**src/rtl/mouse_packet_decoder.sv**
```systemverilog
// rtl/mouse_packet_decoder.sv - PS/2 stream packet assembler with clamped absolute X/Y tracking
// Define MOUSE_WHEEL_EN for 4-byte IntelliMouse packets with wheel accumulator.
module mouse_packet_decoder #(
  parameter int X_LIMIT        = 160,
  parameter int Y_LIMIT        = 120,
  parameter int X_INIT         = 80,
  parameter int Y_INIT         = 60,
  parameter int TIMEOUT_CYCLES = 2000000
) (
  input  logic       CLK,
  input  logic       RESET,
  input  logic [7:0] BYTE_IN,
  input  logic       BYTE_VALID,
  input  logic       BYTE_ERROR,
  input  logic       STREAM_EN,
  output logic [3:0] MOUSE_STATUS,
  output logic [7:0] MOUSE_X,
  output logic [7:0] MOUSE_Y,
  output logic [7:0] MOUSE_Z,
  output logic       SEND_INTERRUPT
);

  localparam int TCW = $clog2(TIMEOUT_CYCLES) + 1;
  localparam logic [TCW-1:0] T_LAST = TCW'(TIMEOUT_CYCLES - 1);
  localparam logic signed [9:0] X_MAX = 10'(X_LIMIT - 1);
  localparam logic signed [9:0] Y_MAX = 10'(Y_LIMIT - 1);

  typedef enum logic [2:0] {S_B0, S_B1, S_B2, S_B3, S_UPD} state_t;

  state_t state, next_state;
  logic [TCW-1:0] tcnt;
  logic timeout;
  logic good_byte;
  logic in_pkt;
  logic cap0, cap1, cap2, cap3;
  logic upd;
  logic [7:0] b0_q, b1_q, b2_q;
  logic signed [9:0] dx, dy, xs, ys;
  logic [7:0] x_new, y_new;
  logic [7:0] x_res, y_res;
  logic [3:0] status_res;
  logic pend;

  assign good_byte = BYTE_VALID && !BYTE_ERROR;
  assign timeout   = (tcnt == T_LAST);

  // state register
  always_ff @(posedge CLK) begin
    if (RESET) state <= S_B0;
    else       state <= next_state;
  end

  // next-state logic
  always_comb begin
    next_state = state;
    if (!STREAM_EN) begin
      next_state = S_B0;
    end else begin
      case (state)
        S_B0: if (good_byte && BYTE_IN[3]) next_state = S_B1;
        S_B1: begin
          if (BYTE_ERROR)      next_state = S_B0;
          else if (BYTE_VALID) next_state = S_B2;
          else if (timeout)    next_state = S_B0;
        end
        S_B2: begin
          if (BYTE_ERROR) next_state = S_B0;
`ifdef MOUSE_WHEEL_EN
          else if (BYTE_VALID) next_state = S_B3;
`else
          else if (BYTE_VALID) next_state = S_UPD;
`endif
          else if (timeout) next_state = S_B0;
        end
`ifdef MOUSE_WHEEL_EN
        S_B3: begin
          if (BYTE_ERROR)      next_state = S_B0;
          else if (BYTE_VALID) next_state = S_UPD;
          else if (timeout)    next_state = S_B0;
        end
`endif
        S_UPD:   next_state = S_B0;
        default: next_state = S_B0;
      endcase
    end
  end

  // output decode: byte capture strobes and update strobe
  always_comb begin
    cap0   = 1'b0;
    cap1   = 1'b0;
    cap2   = 1'b0;
    cap3   = 1'b0;
    upd    = 1'b0;
    in_pkt = 1'b0;
    if (STREAM_EN) begin
      case (state)
        S_B0:  cap0 = good_byte && BYTE_IN[3];
        S_B1:  begin cap1 = good_byte; in_pkt = 1'b1; end
        S_B2:  begin cap2 = good_byte; in_pkt = 1'b1; end
        S_B3:  begin cap3 = good_byte; in_pkt = 1'b1; end
        S_UPD: upd = 1'b1;
        default: ;
      endcase
    end
  end

  // inter-byte timeout only runs while a packet is partially assembled
  always_ff @(posedge CLK) begin
    if (RESET || !in_pkt || cap1 || cap2 || cap3) tcnt <= '0;
    else                                          tcnt <= tcnt + 1'b1;
  end

  always_ff @(posedge CLK) begin
    if (RESET) begin
      b0_q <= 8'h00;
      b1_q <= 8'h00;
      b2_q <= 8'h00;
    end else begin
      if (cap0) b0_q <= BYTE_IN;
      if (cap1) b1_q <= BYTE_IN;
      if (cap2) b2_q <= BYTE_IN;
    end
  end

  always_comb begin
    if (b0_q[6]) dx = b0_q[4] ? -10'sd256 : 10'sd255;
    else         dx = {{2{b0_q[4]}}, b1_q};
    if (b0_q[7]) dy = b0_q[5] ? -10'sd256 : 10'sd255;
    else         dy = {{2{b0_q[5]}}, b2_q};
    // PS/2 Y grows upward, screen Y grows downward
    xs = $signed({2'b00, MOUSE_X}) + dx;
    ys = $signed({2'b00, MOUSE_Y}) - dy;
    if (xs < 10'sd0)      x_new = 8'h00;
    else if (xs > X_MAX)  x_new = X_MAX[7:0];
    else                  x_new = xs[7:0];
    if (ys < 10'sd0)      y_new = 8'h00;
    else if (ys > Y_MAX)  y_new = Y_MAX[7:0];
    else                  y_new = ys[7:0];
  end

  // results are staged one cycle so outputs and interrupt appear together two edges after the last byte
  always_ff @(posedge CLK) begin
    if (RESET) begin
      x_res      <= 8'(X_INIT);
      y_res      <= 8'(Y_INIT);
      status_res <= 4'h0;
      pend       <= 1'b0;
    end else begin
      pend <= upd;
      if (upd) begin
        x_res      <= x_new;
        y_res      <= y_new;
        status_res <= b0_q[3:0];
      end
    end
  end

  always_ff @(posedge CLK) begin
    if (RESET) begin
      MOUSE_X        <= 8'(X_INIT);
      MOUSE_Y        <= 8'(Y_INIT);
      MOUSE_STATUS   <= 4'h0;
      SEND_INTERRUPT <= 1'b0;
    end else begin
      SEND_INTERRUPT <= pend;
      if (pend) begin
        MOUSE_X      <= x_res;
        MOUSE_Y      <= y_res;
        MOUSE_STATUS <= status_res;
      end
    end
  end

`ifdef MOUSE_WHEEL_EN
  logic [7:0] b3_q;
  logic [7:0] z_res;

  always_ff @(posedge CLK) begin
    if (RESET)     b3_q <= 8'h00;
    else if (cap3) b3_q <= BYTE_IN;
  end

  // wheel count wraps modulo 256
  always_ff @(posedge CLK) begin
    if (RESET) begin
      z_res   <= 8'h00;
      MOUSE_Z <= 8'h00;
    end else begin
      if (upd)  z_res   <= MOUSE_Z + {{4{b3_q[3]}}, b3_q[3:0]};
      if (pend) MOUSE_Z <= z_res;
    end
  end
`else
  assign MOUSE_Z = 8'h00;
`endif

endmodule

```
**config.mk**
```make
export PLATFORM = sky130hd
export DESIGN_NAME = mouse_packet_decoder
export DESIGN_NICKNAME = d
export VERILOG_FILES = /design/src/rtl/mouse_packet_decoder.sv
export SDC_FILE = /design/constraint.sdc
export NUM_CORES = 1
export LEC_CHECK = 0
export BUFFER_PORTS_ARGS = -buffer_cell sky130_fd_sc_hd__buf_4
export CELL_PAD_IN_SITES_DETAIL_PLACEMENT = 1
export CELL_PAD_IN_SITES_GLOBAL_PLACEMENT = 1
export CORE_MARGIN = 3
export CORE_UTILIZATION = 24
export DETAILED_ROUTE_END_ITERATION = 16
export HOLD_SLACK_MARGIN = 0.02
export PLACE_DENSITY_LB_ADDON = 0.1
export SYNTH_ARGS = -nofsm -noshare
export SYNTH_HDL_FRONTEND = slang
export SYNTH_SLANG_ARGS = --single-unit
```
**constraint.sdc**
```tcl
create_clock -name CLK -period 3.42 [get_ports CLK]
set_input_delay 0.513 -clock CLK [delete_from_list [all_inputs] [get_ports CLK]]
set_output_delay 0.513 -clock CLK [all_outputs]
set_load 0.02 [all_outputs]
```
---- Word-level counts from Yosys, hierarchy flattened ----
Index checks and enable logic that the tools add are counted.
word-level totals
  bits in registers ....................... 91
  input port bits ......................... 13
  output and inout bits ................... 29
  word-level logic and storage cells ...... 65
operators by class
  equal/unequal tests ..................... 6
  reduce and logical (&&, ||, !) cells .... 11
  $lt $le $gt $ge ......................... 4
  add/subtract/negate cells ............... 3
  bitwise operators ....................... 1
  mux-type cells .......................... 27
operator list
  cell                     number
  $mux W10                 4
  $mux W8                  4
  $add A22 B1 Y22 const B  1
  $eq A22 B21 Y1 const B   1
  $lt A10 B1 Y1 const B    2
  $mux W3                  6
  $mux W1                  12
  $add A9 B10 Y10          1
  $gt A10 B8 Y1 const B    1
  $gt A10 B9 Y1 const B    1
  $sub A9 B10 Y10          1
  $pmux W3 S3              1
  $eq A3 B2 Y1 const B     2
  $logic_or A1 B1 Y1       4
  $eq A3 B1 Y1 const B     1
  $eq A3 B3 Y1 const B     1
  $logic_not A3 Y1         1
  $reduce_or A3 Y1         1
  $logic_and A1 B1 Y1      2
  $logic_not A1 Y1         2
  $ne A2 B2 Y1 const B     1
  $reduce_or A2 Y1         1
  $not A1 Y1               1

---- Depth between registers and ports, before layout ----
  depth after elaboration ................. 9
  mapped depth ............................ 13
  depth with buffers taken out ............ 12

---- Worst setup path after synthesis ----
Ideal clock, no wire load.
  kind .................................... reg2reg
  start point ............................. register b0_q[7]
  end point ............................... register y_res[0]
  setup time .............................. 133 ps
  stages on the path, launching flop included .. 13
  required time ........................... 3287 ps
  path slack .............................. 821 ps
  path buffers ............................ 1
  clock period less this slack ............ 2599 ps
  arrival time ............................ 2465 ps
  path through ............................ dfxtp_1 -> clkbuf_1 -> nand2_1 -> o21a_1 -> ha_1 -> fa_1 -> nor2b_1 -> o31a_1 -> o22ai_1 -> xor2_1 -> a31o_2 -> a41oi_2 -> a311oi_1
on the way
  word-level cells in the longest chain between the ends .. 5
  elaborated cells between the ends (all ways) .. 6
  those cells by class .................... add/sub (1); order compare (2); mux (3)
ends and longest elaborated chain
  what                      RTL line  text
  start: declaration        37        logic [7:0] b0_q, b1_q, b2_q;
  start signal: assignment  116       b0_q <= 8'h00;
  start signal: assignment  120       if (cap0) b0_q <= BYTE_IN;
  $mux W10 (*)              129       if (b0_q[7]) dy = b0_q[5] ? -10'sd256 : 10'sd255;
  $sub A9 B10 Y10 (*)       133       ys = $signed({2'b00, MOUSE_Y}) - dy;
  $gt A10 B8 Y1             138       else if (ys > Y_MAX) y_new = Y_MAX[7:0];
  $mux W8                   138
  $mux W8 (*)               137       if (ys < 10'sd0) y_new = 8'h00;
  end signal: assignment    146       y_res <= 8'(Y_INIT);
  end signal: assignment    153       y_res <= y_new;
  end: declaration          40        logic [7:0] x_res, y_res;
Every way passes the cells marked *; elsewhere a longest branch is shown, timed or not.
A chain may end at the register's enable or synchronous reset.

---- Worst setup path after layout ----
Ends and elaborated chain as after synthesis.

==> metrics.yaml <==
status: "completed"
startpoint_type: "flop"
num_rows: 48
final_area_um2: 5076
die_x_um: 139.6
grt_use_total_pct: 11.73
critical-path-top-delay-family: "compound AO/OA/AOI/OAI gates"
pwr-share-comb_pct: 3.9
wl_met2_mm: 5.208
cts.clk_slew.worst_paths_ns: 0.06
fin_crit_sh_pct: 88.55
switching_share_pct: 21.32
finalSetupTns_ns: 0
cp_cell_sequence: "nand2_1, o21a_1, ha_1, fa_1, nor2b_1, o31a_1, o22ai_1, xor2_1, a31o_2, a41oi_2, a311oi_1"
final_nets: 543
max_slew_margin_pct: 49.74
grt_pass1_wl_mm: 18.35
hold_buffers: 0
finalCriticalPeriod_ns: 3.029
rr_worst_depth: 11
grt_pass1_vias: 3484
crit_type: "reg -> reg"
skew_ns: 0.006509
grt_max_degree: 69
hp-class: "in -> reg"
numCtsBuffers: 9
die_y_um: 139.6
fmax_mhz: 330.2
antenna_left: 0
ys_ff_latch: 91
hold-worst-slack_ns: 0.3486
rsz0062_at_grt: "false"
htree_num_levels: 3
cp-end-kind: "flop"
dieArea_um2: 19500
diodes: 0
m1WireLength_mm: 5.298
dr.pass1.iters: 4
slowest_stage: "dfxtp_1"
crit_fanout: 10
syn_avg_cell_area_um2: 8.928
yosysWarnings: 0
cp.depth: 11
routed_via_density: 4.531
power.density_nw_per_um2: 443.9
cts_setup_buffers: 0
wl_per_cell_um: 14.90
clockBufferDepth: 2
top_layer: "met4"
power_leakage_nw: 1.996
vias: 3353
core_um2: 17420
cts.sinks: 91
crit_buf_inv: 0
clk_latency_ns: 0.35
hold-path-cell-count: 2
io_buffers: 33
max_stage_delay_ns: 0.50
globalRouteOverflowTotal: 0
start_util_pct: 24.60
cts.root.buffer_cell: "clkbuf_16"
areaGrowthSynthToFinish_pct: 18.45
seq_power_share_pct: 47.3
drive_gt1_share_pct: 10.49
antenna_found_initial: 0
place_inst: 724
synth-edff-count: 0
ys_seq_area_share_pct: 42.51
netlist_instances: 480
required_ns: 3.62
switchingPower_mw: 0.4804
ys.flop_type: "dfxtp_1"
clockPowerShare_pct: 48.8
maxCapViolCount: 0
gp_congestion: 0.7152
hpwlAfterDp_mm: 8.105
layout_common_cells: "91 x dfxtp_1, 78 x nor2_1, 37 x buf_4, 35 x nand2_1, 35 x mux2i_1"
setup_viol: 0
critPathArrivalTime_ns: 3.22
synth_cell_types: 51
finalHoldViolCount: 0
final_core_util_pct: 29.15
async_reset_ff_share_pct: 0
dr.first_iter.drc_count: 137
netlist_area_um2: 4285
maxSlewViolCount: 0
peakVddDrop_mv: 0.2384
final_common_cell: "dfxtp_1"
cts_resized: 0
cts_tree: "done"
met3_length_um: 407
intPower_mw: 1.773
ios: 42
drc: 0
wirelength_mm: 11.03
dpl_cell_area_um2: 4747
stdcell_count: 740
tightestPinTransition_ns: 0.7539
-- per-stage QoR --
stage	power (mW)	worst slack, ns
floorplan	1.154	0.8213
global placement	1.178	0.4967
detailed placement	1.180	0.4412
CTS	2.309	0.4239
global route	2.369	0.06597
finish	2.253	0.3915
-- path summary, 6_finish.rpt --
| path | from | end | slack, ns |
|---|---|---|---|
| setup / recovery | b0_q[7] | y_res[0] | 0.39 |
| hold reg to reg | b0_q[3] | b0_q[3] | 0.45 |
| hold / removal | BYTE_ERROR | state[1] | 0.35 |
| setup reg to reg | b0_q[7] | y_res[0] | 0.39 |
-- cells by family (layout without fill, tap and decap cells) --
logic type	count (synthesis)	after routing	share of synthesized area, %
simple gates	169	169	17.96
compound gates	99	99	15.18
flops	91	91	42.51
mux	35	35	8.175
buf+inv	35	63	3.767
xor+xnor	30	30	6.131
fa+ha+maj	20	20	6.190
other cells	1	8	0.08751
-- layout make-up --
cell class,instances,area [um2]
Multi-Input combinational cell,361,2328
Clock inverter,4,72.57
Timing Repair Buffer,37,277.8
Sequential cell,91,1822
Tap cell,225,281.5
Clock buffer,12,256.5
Inverter,10,37.54
Fill cell,2047,12340
-- Yosys cell counts (2+ instances only) --
library cell | instances | area, um2
nand3_1 | 10 | 50.05
a21o_1 | 5 | 37.54
clkbuf_1 | 16 | 60.06
nand4_1 | 3 | 18.77
nand2_1 | 35 | 131.4
mux2i_1 | 35 | 350.3
o211ai_1 | 3 | 22.52
a211oi_1 | 2 | 15.01
and3_1 | 4 | 25.02
or3_1 | 4 | 25.02
nor3_1 | 2 | 10.01
o31ai_1 | 2 | 15.01
inv_1 | 10 | 37.54
xnor2_1 | 17 | 148.9
nor2_1 | 78 | 292.8
buf_4 | 8 | 60.06
o21a_1 | 15 | 112.6
o21ai_1 | 3 | 15.01
and2_1 | 2 | 12.51
o21ai_0 | 17 | 85.08
a311oi_1 | 2 | 17.52
ha_1 | 18 | 225.2
a21oi_1 | 28 | 140.1
nor2b_1 | 16 | 100.1
dfxtp_1 | 91 | 1822
xor2_1 | 13 | 113.9
nand2b_1 | 6 | 37.54
nor4_1 | 3 | 18.77
fa_1 | 2 | 40.04
a211o_1 | 6 | 52.55
o21bai_1 | 4 | 30.03
-- worst reg2reg max path: stages, from the launching register on --
cell and delay [ns]:
dfxtp_1 0.50, nand2_1 0.24, o21a_1 0.17, ha_1 0.21
fa_1 0.41, nor2b_1 0.18, o31a_1 0.21, o22ai_1 0.13
xor2_1 0.17, a31o_2 0.26, a41oi_2 0.27, a311oi_1 0.14
-- sequential cells by signal, indices dropped and copies added, names as in the netlist --
register and count:
tcnt 22, MOUSE_X 8, MOUSE_Y 8, b0_q 8, b1_q 8, b2_q 8
x_res 8, y_res 8, MOUSE_STATUS 4, status_res 4, state 3, SEND_INTERRUPT 1
pend 1
-- routing by layer --
metal  vias up  track usage, %
met4         0           2.907
met3         6           3.883
met1      1609           14.89
li1       1704               -
met2        34           19.31
met5         -               0
-- power groups by stage --
stage               logic [mW]  registers, mW  clock network (mW)
floorplan               0.0666           1.09                   0
global placement        0.0888           1.09                   0
detailed placement      0.0906           1.09                   0
CTS                     0.0908           1.06                1.15
global route             0.101           1.06                1.20
finish                  0.0887           1.07                1.10
Note: power is estimated with default switching activity, not from simulation.
